[src/rtl/split_responder_slave.sv]
// split_responder_slave: byte-memory bus responder; writes complete at once,
// reads either complete directly or are split and returned after a re-grant.
module split_responder_slave #(
   parameter int ADDR_W        = 4,
   parameter bit SPLIT_EN      = 1'b1,
   parameter int SPLIT_LATENCY = 8
) (
   input  logic              clk,
   input  logic              rst_n,
   input  logic              s_valid,
   input  logic              s_mode,
   input  logic [ADDR_W-1:0] s_addr,
   input  logic [7:0]        s_wdata,
   output logic              s_ready,
   output logic              s_ack,
   output logic [7:0]        s_rdata,
   output logic              s_rdata_valid,
   output logic              s_split_ack,
   output logic              s_split_req,
   input  logic              s_split_grant,
   output logic [7:0]        last_write
);
   localparam int CNT_W = (SPLIT_LATENCY > 0) ? $clog2(SPLIT_LATENCY + 1) : 1;
   localparam logic [CNT_W-1:0] LAT = CNT_W'(SPLIT_LATENCY);

   typedef enum logic [2:0] {IDLE, WR_ACK, RD_DIRECT, SPLIT_WAIT, SPLIT_REQ, RD_RETURN} state_t;

   state_t           r_state, w_next;
   logic [7:0]       r_mem [2**ADDR_W];
   logic [CNT_W-1:0] r_cnt;
   logic [7:0]       r_rdata, r_last;
   logic             r_split_ack;
   logic             w_accept;

   assign w_accept = s_valid && (r_state == IDLE);

   always_comb begin
      w_next = r_state;
      case (r_state)
         IDLE:       if (s_valid) w_next = s_mode ? WR_ACK : (SPLIT_EN ? SPLIT_WAIT : RD_DIRECT);
         SPLIT_WAIT: if (r_cnt == '0) w_next = SPLIT_REQ;
         SPLIT_REQ:  if (s_split_grant) w_next = RD_RETURN;
         default:    w_next = IDLE;
      endcase
   end

   // read data is snapshotted at accept, so the returned byte is the accept-time content
   always_ff @(posedge clk or negedge rst_n) begin
      if (!rst_n) begin
         r_state     <= IDLE;
         r_cnt       <= '0;
         r_rdata     <= '0;
         r_last      <= '0;
         r_split_ack <= 1'b0;
         r_mem       <= '{default: '0};
      end else begin
         r_state     <= w_next;
         r_split_ack <= w_accept && !s_mode && SPLIT_EN;
         if (r_state == SPLIT_WAIT && r_cnt != '0) r_cnt <= r_cnt - CNT_W'(1);
         if (w_accept && s_mode) begin
            r_mem[s_addr] <= s_wdata;
            r_last        <= s_wdata;
         end
         if (w_accept && !s_mode) begin
            r_rdata <= r_mem[s_addr];
            r_cnt   <= LAT;
         end
      end
   end

   assign s_ready       = (r_state == IDLE);
   assign s_ack         = (r_state == WR_ACK) || (r_state == RD_DIRECT) || (r_state == RD_RETURN);
   assign s_rdata_valid = (r_state == RD_DIRECT) || (r_state == RD_RETURN);
   assign s_rdata       = r_rdata;
   assign s_split_ack   = r_split_ack;
   assign s_split_req   = (r_state == SPLIT_REQ);
   assign last_write    = r_last;
endmodule

[config.mk]
export PLATFORM = sky130hd
export DESIGN_NAME = split_responder_slave
export DESIGN_NICKNAME = d
export VERILOG_FILES = /design/src/rtl/split_responder_slave.sv
export SDC_FILE = /design/constraint.sdc
export NUM_CORES = 1
export LEC_CHECK = 0
export CAP_MARGIN = 25
export CORE_MARGIN = 2
export CORE_UTILIZATION = 45
export DETAILED_ROUTE_END_ITERATION = 6
export PLACE_DENSITY_LB_ADDON = 0.25
export REMOVE_ABC_BUFFERS = 1
export SYNTH_ARGS = -nofsm -noshare
export SYNTH_HDL_FRONTEND = slang
export SYNTH_SLANG_ARGS = --single-unit
export TNS_END_PERCENT = 10
[constraint.sdc]
create_clock -name clk -period 2.59 [get_ports clk]
set_input_delay 0.518 -clock clk [delete_from_list [all_inputs] [get_ports clk]]
set_output_delay 0.518 -clock clk [all_outputs]
set_load 0.1 [all_outputs]
==> impl_table.tex, run 1 <==
\begin{tabular}{lr}
\hline
Metric & Value \\
\hline
\multicolumn{2}{l}{\textbf{Status}} \\
\quad Run status & completed \\
\multicolumn{2}{l}{\textbf{Worst setup path}} \\
\quad Critical setup path kind & primary input to flop \\
\quad Launch point of the critical path & s\_valid \\
\quad Slack of the worst reg-to-reg path & 420 ps \\
\quad Destination of the worst register-to-register timing path & r\_mem[2] \\
\quad Data arrival time of the critical path & 2500 ps \\
\quad Worst Setup End Kind & flop \\
\quad Startpoint of the worst register-to-register path & r\_state[2] \\
\quad Path depth of the worst reg2reg path & 5 \\
\quad Maximum fanout along the worst path & 8 \\
\quad Destination of the critical timing path & r\_mem[2] \\
\quad Worst-path cell chain & clkdlybuf4s50\_1 > nor4b\_4 > buf\_4 > nand4\_2 > or2\_1 > mux2\_2 \\
\quad CP Data Required Time & 2900 ps \\
\quad Element type at the critical path start & primary input \\
\quad CP max stage delay & 490 ps \\
\quad Crit-path slowest cell & clkdlybuf4s50\_1 \\
\multicolumn{2}{l}{\textbf{Timing}} \\
\quad Hold slack final & 78.28 ps \\
\quad Final count of pins violating max slew & 0 \\
\quad Worst relative slew slack & 46.13\% \\
\quad Fin crit share & 84.80\% \\
\quad Setup clock skew after layout & 10.77 ps \\
\quad Setup violation total in the final timing report & 0 \\
\quad Final critical path time including I/O delays and setup & 2196 ps \\
\quad Slew at the pin closest to its max-slew limit & 808.0 ps \\
\quad Fin Setup TNS & 0 ps \\
\quad Highest attainable clock frequency & 455.3 MHz \\
\quad RSZ-0062 raised after global routing & no \\
\quad Hold violation total from the final report & 0 \\
\multicolumn{2}{l}{\textbf{Global routing}} \\
\quad Wire length of the first global-routing pass & 24430 µm \\
\quad Remaining Overflow, GRT & 0 \\
\quad Via count of the first global-routing pass & 4362 \\
\quad Number of antenna violations at the first check in global routing & 0 \\
\quad Total routing usage reported by global routing & 20.11\% \\
\quad Largest net degree at the start of global routing & 62 \\
\multicolumn{2}{l}{\textbf{Detailed routing}} \\
\quad Vias & 4064 \\
\quad Wire per inst & 20.87 µm \\
\quad DR iter-0 viols & 213 \\
\quad DRC viols & 0 \\
\quad Wire length after detailed routing & 15070 µm \\
\quad Average vias per placed instance & 5.629 \\
\quad Length of the first detailed-routing pass in iterations & 4 \\
\quad Post-route antenna net violation count & 0 \\
\multicolumn{2}{l}{\textbf{Synth}} \\
\quad Synthesized-area fraction occupied by xor and xnor cells & 0.2513\% \\
\quad Compound-cell area share of the yosys netlist & 2.800\% \\
\quad Flip-flop and latch count after synthesis & 152 \\
\quad Synthesized area per cell & 15.25 µm² \\
\quad Netlist Area Pre-Place & 6970 µm² \\
\quad Share of cell area taken by muxes after synthesis & 34.18\% \\
\quad Async S/R FF share, synth & 100.0\% \\
\quad Post-synthesis sequential area ratio & 54.57\% \\
\quad Share of the synthesized area in the top cell type & 54.57\% \\
\quad Number of synthesized flops with an enable pin & 0 \\
\quad Synth top area cells & dfrtp\_1 (55\%), mux2\_2 (19\%), mux4\_2 (10\%) \\
\quad Synth warn & 0 \\
\quad Number of distinct standard cells referenced by the synthesized netlist & 37 \\
\quad Cell type contributing the most total cell area after synthesis & dfrtp\_1 \\
\quad Adder and majority gate portion of the synthesized area & 0.3590\% \\
\quad Gate count after technology mapping & 457 \\
\quad Combinational family with the most area after synthesis & multiplexers \\
\quad Commonest register cell after synthesis & dfrtp\_1 \\
\quad Simple-gate portion of the synthesized area & 5.798\% \\
\multicolumn{2}{l}{\textbf{Clock tree}} \\
\quad Count of clock tree sinks & 152 \\
\quad CTS tree & done \\
\quad Setup bufs post-CTS & 0 \\
\quad Number of levels in the clock H-tree & 4 \\
\quad Clock insertion delay at the later pin of the skew report & 430 ps \\
\quad Cell at the root of the clock tree & clkbuf\_16 \\
\quad Deepest clock path buffer count & 2 \\
\quad Clock-pin slew reported for the worst setup and hold paths after clock tree synthesis & 60 ps \\
\quad CTS resizes & 0 \\
\quad Number of CTS-inserted buffers & 17 \\
\quad Number of hold buffers added after cts & 0 \\
\multicolumn{2}{l}{\textbf{Finish}} \\
\quad Layout overhead on the synthesized area & 20.32\% \\
\quad Share of post-route cells with drive strength above 1 & 50.37\% \\
\quad Cell Count, Final, Fillers Out & 722 \\
\quad Final layout net count & 540 \\
\quad Number of fill cells & 1234 \\
\quad \# diodes & 0 \\
\multicolumn{2}{l}{\textbf{Floorplan}} \\
\quad Initial Utilization & 46.02\% \\
\quad Die Height & 128.5 µm \\
\quad Area inside the core boundary & 15150 µm² \\
\quad Horiz. Die Dim & 128.5 µm \\
\quad Total I/O pin count & 38 \\
\quad Cell Rows & 45 \\
\quad Area of the die & 16500 µm² \\
\multicolumn{2}{l}{\textbf{Place}} \\
\quad HPWL after detailed placement & 10330 µm \\
\quad Placed instance count & 690 \\
\quad Global placer's final weighted congestion & 0.7627 \\
\quad Number of input and output port buffers inserted & 37 \\
\multicolumn{2}{l}{\textbf{Min path}} \\
\quad Classification of the worst-slack hold path & primary input to async pin \\
\multicolumn{2}{l}{\textbf{Flow run}} \\
\quad Max cap viols & 0 \\
\multicolumn{2}{l}{\textbf{Power and ir drop}} \\
\quad Max IR drop VDD & 0.0008681 V \\
\quad Power per cell area & 1134 nW/µm² \\
\quad Leakage dissipation & 3.880 nW \\
\hline
\end{tabular}
cells by family (layout without fill, tap and decap cells):
logic type | after synthesis | in the layout
flip-flops | 152 | 152
adder cells (fa/ha/maj) | 2 | 2
buffers and inverters | 34 | 111
AO/OA/AOI/OAI | 30 | 30
XOR/XNOR | 2 | 2
multiplexers | 178 | 178
AND/OR/NAND/NOR | 59 | 59
critical path, delay by kind of cell:
family / cells / cell delay (ps)
buf+inv: 2 / 680
mux: 1 / 320
simple gates: 3 / 980
layout by cell type, fill, tap and decap left out, types with 3 or more instances in the layout:
| master | count |
|---|---|
| a31oi_1 | 8 |
| buf_12 | 6 |
| buf_2 | 3 |
| buf_4 | 54 |
| bufinv_16 | 4 |
| clkbuf_16 | 17 |
| clkdlybuf4s50_1 | 12 |
| dfrtp_1 | 152 |
| inv_6 | 4 |
| mux2_1 | 9 |
| mux2_2 | 119 |
| mux2_4 | 8 |
| mux2i_1 | 10 |
| mux4_2 | 32 |
| nand2_1 | 4 |
| nand2b_1 | 6 |
| nand3b_1 | 10 |
| nor2_1 | 12 |
| nor2_2 | 7 |
| nor3b_1 | 3 |
| o21ai_0 | 12 |
| o2bb2ai_1 | 8 |
| or3_1 | 4 |
layout make-up:
class                   instances  area, µm²  share of cell area [%]
clock buffers                  20      456.7                   5.445
clock inverters                12      183.9                   2.193
inverters                       3      11.26                  0.1343
multi-input cells             271       3024                   36.06
flip-flops and latches        152       3804                   45.35
well taps                     188      235.2                   2.805
repair buffers                 76      671.9                   8.011
flip-flops by register name, indices dropped and copies added, names as in the netlist:
name / cells
s_rdata: 8
s_split_ack: 1
r_cnt: 4
r_state: 3
r_mem: 128
last_write: 8
stage by stage:
stage | cell area, µm² | utilization (%) | total power, mW | setup slack [ps]
detailed placement | 7746 | 51.14 | 6.908 | -35.06
finish | 8387 | 55.37 | 9.508 | 393.7
global placement | 7746 | 51.14 | 6.797 | -43.35
global route | 8387 | 55.37 | 9.964 | 270.4
CTS | 8387 | 55.37 | 9.592 | 390.2
floorplan | 6839 | - | 6.047 | -663.4
power by group:
part | internal, mW | switching (mW) | leakage [nW]
clock | 1.68 | 0.990 | 0.308
sequential | 3.22 | 0.459 | 2.00
combinational | 1.26 | 1.91 | 1.57
per-layer routing:
metal	track usage (%)	wire [µm]	share of wire, %
met1	26.34	6777	45
met2	33.07	7512	50
met3	3.909	499	3.3
met4	8.403	279	1.9
met5	0	0	0
synthesized netlist by cell type, drive strengths merged (2+ instances only):
library cell,number
buf,13
mux2,136
nor3b,3
nor3,2
nand4b,2
or3,4
or2,3
xnor2,2
inv,2
nand3b,10
o2bb2ai,8
nand2,4
a31oi,8
ha,2
mux2i,10
mux4,32
dfrtp,152
nor2,19
o21ai,12
nand2b,6
nand3,2
clkbuf,18
how the worst min path moves through the flow:
stage / startpoint / to / slack, ps / cells past startpoint
2_1_floorplan: rst_n / last_write[0] / 220 / 0
3_3_place_gp: r_mem[93] / r_mem[93] / 470 / 1
3_5_place_dp: r_mem[40] / r_mem[40] / 480 / 1
4_1_cts: rst_n / r_mem[88] / 90 / 1
5_1_grt: rst_n / r_mem[88] / 110 / 1
6_report: rst_n / r_mem[63] / 80 / 1
No activity file was read; power rests on OpenSTA's default activity.
==> run 2: changes to the inputs <==
==> constraint.sdc (replaced) <==
create_clock -name clk -period 2.07 [get_ports clk]
set_input_delay 0.414 -clock clk [delete_from_list [all_inputs] [get_ports clk]]
set_output_delay 0.414 -clock clk [all_outputs]
set_load 0.1 [all_outputs]
==> run 2 against run 1 <==
Against the previous run:
- clock-buffer cell count is the same
- clock power grew 26%
- worst setup slack got worse by 330 ps
- register-to-register slack got worse by 340 ps
- final area rose by 3.3%
- hold slack better by 410 ps
- combinational power rose by 33%
- sequential power up 25%
- largest cell class unchanged
- largest power group unchanged
==> impl_table.tex, run 2 (same netlist as run 1, synthesis figures left out) <==
\begin{tabular}{lr}
\hline
Metric & Value \\
\hline
\multicolumn{2}{l}{\textbf{Status}} \\
\quad Run status & completed (unchanged) \\
\multicolumn{2}{l}{\textbf{Clock tree}} \\
\quad CTS tree & done (unchanged) \\
\quad Setup bufs post-CTS & 0 (unchanged) \\
\quad Count of clock tree sinks & 152 (unchanged) \\
\quad Deepest clock path buffer count & 2 (unchanged) \\
\quad Number of levels in the clock H-tree & 4 (unchanged) \\
\quad Clock insertion delay at the later pin of the skew report & 430 ps (about the same) \\
\quad Number of CTS-inserted buffers & 17 (unchanged) \\
\quad Cell at the root of the clock tree & clkbuf\_16 (unchanged) \\
\quad Clock-pin slew reported for the worst setup and hold paths after clock tree synthesis & 60 ps (about the same) \\
\multicolumn{2}{l}{\textbf{Finish}} \\
\quad \# diodes & 0 (unchanged) \\
\quad Cell Count, Final, Fillers Out & 737 (was 722) \\
\quad Final layout net count & 555 (was 540) \\
\quad Number of flip-flops in the largest register & 128 (unchanged) \\
\quad Most common cell after layout, fill and taps aside & dfrtp\_1 (unchanged) \\
\quad Most frequent cells in the layout & dfrtp\_1 (152), mux2\_2 (119), buf\_4 (56) (was dfrtp\_1 (152), mux2\_2 (119), buf\_4 (54)) \\
\quad Share of post-route cells with drive strength above 1 & 51.91\% (was 50.37\%) \\
\quad Reg with most FFs & r\_mem (unchanged) \\
\quad Share of the core filled with cells in the final layout & 57.17\% (was 55.37\%) \\
\quad Post-route cell area & 8660 µm² (was 8387 µm²) \\
\quad Layout overhead on the synthesized area & 24.23\% (was 20.32\%) \\
\multicolumn{2}{l}{\textbf{Timing}} \\
\quad Final count of pins violating max slew & 0 (unchanged) \\
\quad Hold violation total from the final report & 0 (unchanged) \\
\quad Slew at the pin closest to its max-slew limit & 452.1 ps (was 808.0 ps) \\
\quad Hold slack final & 485.2 ps (was 78.28 ps) \\
\quad Fin Setup TNS & 0 ps (unchanged) \\
\quad Setup clock skew after layout & 8.860 ps (was 10.77 ps) \\
\quad Fin crit share & 97.11\% \\
\quad Highest attainable clock frequency & 497.5 MHz \\
\quad Setup violation total in the final timing report & 0 (unchanged) \\
\quad Final setup margin & 59.90 ps (was 393.7 ps) \\
\quad Worst relative slew slack & 69.86\% (was 46.13\%) \\
\quad Final critical path time including I/O delays and setup & 2010 ps \\
\quad RSZ-0062 raised after global routing & yes (was no) \\
\multicolumn{2}{l}{\textbf{Floorplan}} \\
\quad Area inside the core boundary & 15150 µm² (unchanged) \\
\quad Area of the die & 16500 µm² (unchanged) \\
\quad Horiz. Die Dim & 128.5 µm (unchanged) \\
\quad Die Height & 128.5 µm (unchanged) \\
\quad Initial Utilization & 46.02\% (unchanged) \\
\quad Cell Rows & 45 (unchanged) \\
\quad Total I/O pin count & 38 (unchanged) \\
\multicolumn{2}{l}{\textbf{Detailed routing}} \\
\quad Wire length after detailed routing & 15170 µm (was 15070 µm) \\
\quad Wire per inst & 20.58 µm (was 20.87 µm) \\
\quad DR iter-0 viols & 225 (was 213) \\
\quad Average vias per placed instance & 5.547 (was 5.629) \\
\quad Post-route antenna net violation count & 0 (unchanged) \\
\quad Length of the first detailed-routing pass in iterations & 4 (unchanged) \\
\quad DRC viols & 0 (unchanged) \\
\quad Vias & 4088 (was 4064) \\
\multicolumn{2}{l}{\textbf{Place}} \\
\quad Placement-stage cell area & 7989 µm² (was 7746 µm²) \\
\quad Number of input and output port buffers inserted & 37 (unchanged) \\
\quad Placed instance count & 704 (was 690) \\
\quad HPWL after detailed placement & 10340 µm (was 10330 µm) \\
\quad Pre-CTS setup slack & -383.6 ps (was -35.06 ps) \\
\quad Global placer's final weighted congestion & 0.7676 (was 0.7627) \\
\multicolumn{2}{l}{\textbf{Worst setup path}} \\
\quad Worst Setup End Kind & primary output (was flop) \\
\quad Element type at the critical path start & flop (was primary input) \\
\quad Data arrival time of the critical path & 1600 ps (was 2500 ps) \\
\quad CP Data Required Time & 1660 ps (was 2900 ps) \\
\quad Maximum fanout along the worst path & 6 (was 8) \\
\quad Critical setup path kind & flop to primary output (was primary input to flop) \\
\multicolumn{2}{l}{\textbf{Power and ir drop}} \\
\quad Part of the power in combinational logic & 34.7\% (was 33.3\%) \\
\quad Power per cell area & 1405 nW/µm² (was 1134 nW/µm²) \\
\quad Max IR drop VDD & 0.0008247 V (was 0.0008681 V) \\
\quad Sequential share of power & 37.7\% (was 38.7\%) \\
\quad Net switching fraction of the power & 34.68\% (was 35.28\%) \\
\quad Clock network power share & 27.6\% (was 28.0\%) \\
\quad Net load switching power & 4.220 mW (was 3.355 mW) \\
\quad Internal power summed over all cells & 7.947 mW (was 6.154 mW) \\
\quad Power, Total & 12.17 mW (was 9.508 mW) \\
\quad Leakage dissipation & 4.010 nW (was 3.880 nW) \\
\multicolumn{2}{l}{\textbf{Global routing}} \\
\quad Via count of the first global-routing pass & 4406 (was 4362) \\
\quad Number of antenna violations at the first check in global routing & 0 (unchanged) \\
\quad Remaining Overflow, GRT & 0 (unchanged) \\
\quad Largest net degree at the start of global routing & 49 (was 62) \\
\quad Wire length of the first global-routing pass & 24740 µm (was 24430 µm) \\
\quad Total routing usage reported by global routing & 20.30\% (was 20.11\%) \\
\multicolumn{2}{l}{\textbf{Flow run}} \\
\quad Max cap viols & 0 (unchanged) \\
\multicolumn{2}{l}{\textbf{Min path}} \\
\quad Classification of the worst-slack hold path & primary input to async pin (unchanged) \\
\hline
\end{tabular}
## run 2: cell types whose count changed in the layout (fill, tap and decap cells not counted), sizes merged
cell         previous run  this run
buf                    64        78
inv                     6         3
clkinv                  3         5
bufinv                  4         5
dlygate4sd3             0         1
## run 2: path summary, 6_finish.rpt
kind	start	end	slack [ps]	cells past startpoint
setup / recovery	r_state[2]	s_ack	60	4
max in group asynchronous	rst_n	r_mem[90]	960	3
hold / removal	rst_n	r_mem[30]	490	2
setup reg to reg	r_state[2]	r_mem[65]	80	7
hold reg to reg	r_mem[91]	r_mem[91]	500	1
min in group clk	r_mem[91]	r_mem[91]	500	1
## run 2: worst max-delay path, stage by stage, from the launching register on
cell	delay (ps)
dfrtp_1	400
buf_4	170
nand2b_1	150
mux2i_1	230
buf_12	210
## run 2: layout make-up
cell class | count | area (µm²)
flip-flops and latches | 152 | 3804
clock buffers | 20 | 446.7
clock inverters | 12 | 197.7
fillers | 1205 | 6486
well taps | 188 | 235.2
inverters | 3 | 11.26
multi-input cells | 271 | 3037
repair buffers | 91 | 928.4
## run 2: power groups by stage
stage / Sequential (mW) / Combinational (mW) / Clock [mW]
2_1_floorplan: 5.67 / 1.89 / 0
3_3_place_gp: 4.56 / 4.14 / 0
3_5_place_dp: 4.62 / 4.24 / 0
4_1_cts: 4.58 / 4.25 / 3.43
5_1_grt: 4.71 / 4.48 / 3.56
6_report: 4.59 / 4.22 / 3.36
## run 2: what timing repair did
item                                    in CTS  in global routing
resized for setup                            1                  4
hold buffers                                 1                  0
endpoints found under the setup margin       1                 29
endpoints found under the hold margin       42                  0
pin swaps                                    0                  0
## run 2: metal layers
layer / GRT usage [%] / wire length, µm / vias up
met2: 33.82 / 7683 / 43
met5: 0 / 0 / -
met1: 26.54 / 6913 / 2165
li1: - / - / 1859
met4: 6.852 / 227 / 0
met3: 4.574 / 344 / 21
==> run 3: changes to the inputs <==
--- a/config.mk
+++ b/config.mk
@@ -5,10 +5,10 @@
 export SDC_FILE = /design/constraint.sdc
 export NUM_CORES = 1
 export LEC_CHECK = 0
-export CAP_MARGIN = 25
 export CORE_MARGIN = 2
 export CORE_UTILIZATION = 45
 export DETAILED_ROUTE_END_ITERATION = 6
+export GPL_ROUTABILITY_DRIVEN = 0
 export PLACE_DENSITY_LB_ADDON = 0.25
 export REMOVE_ABC_BUFFERS = 1
 export SYNTH_ARGS = -nofsm -noshare
==> results of run 3 <==
Same layout as run 2: the final DEF is identical, and so are final timing and power.
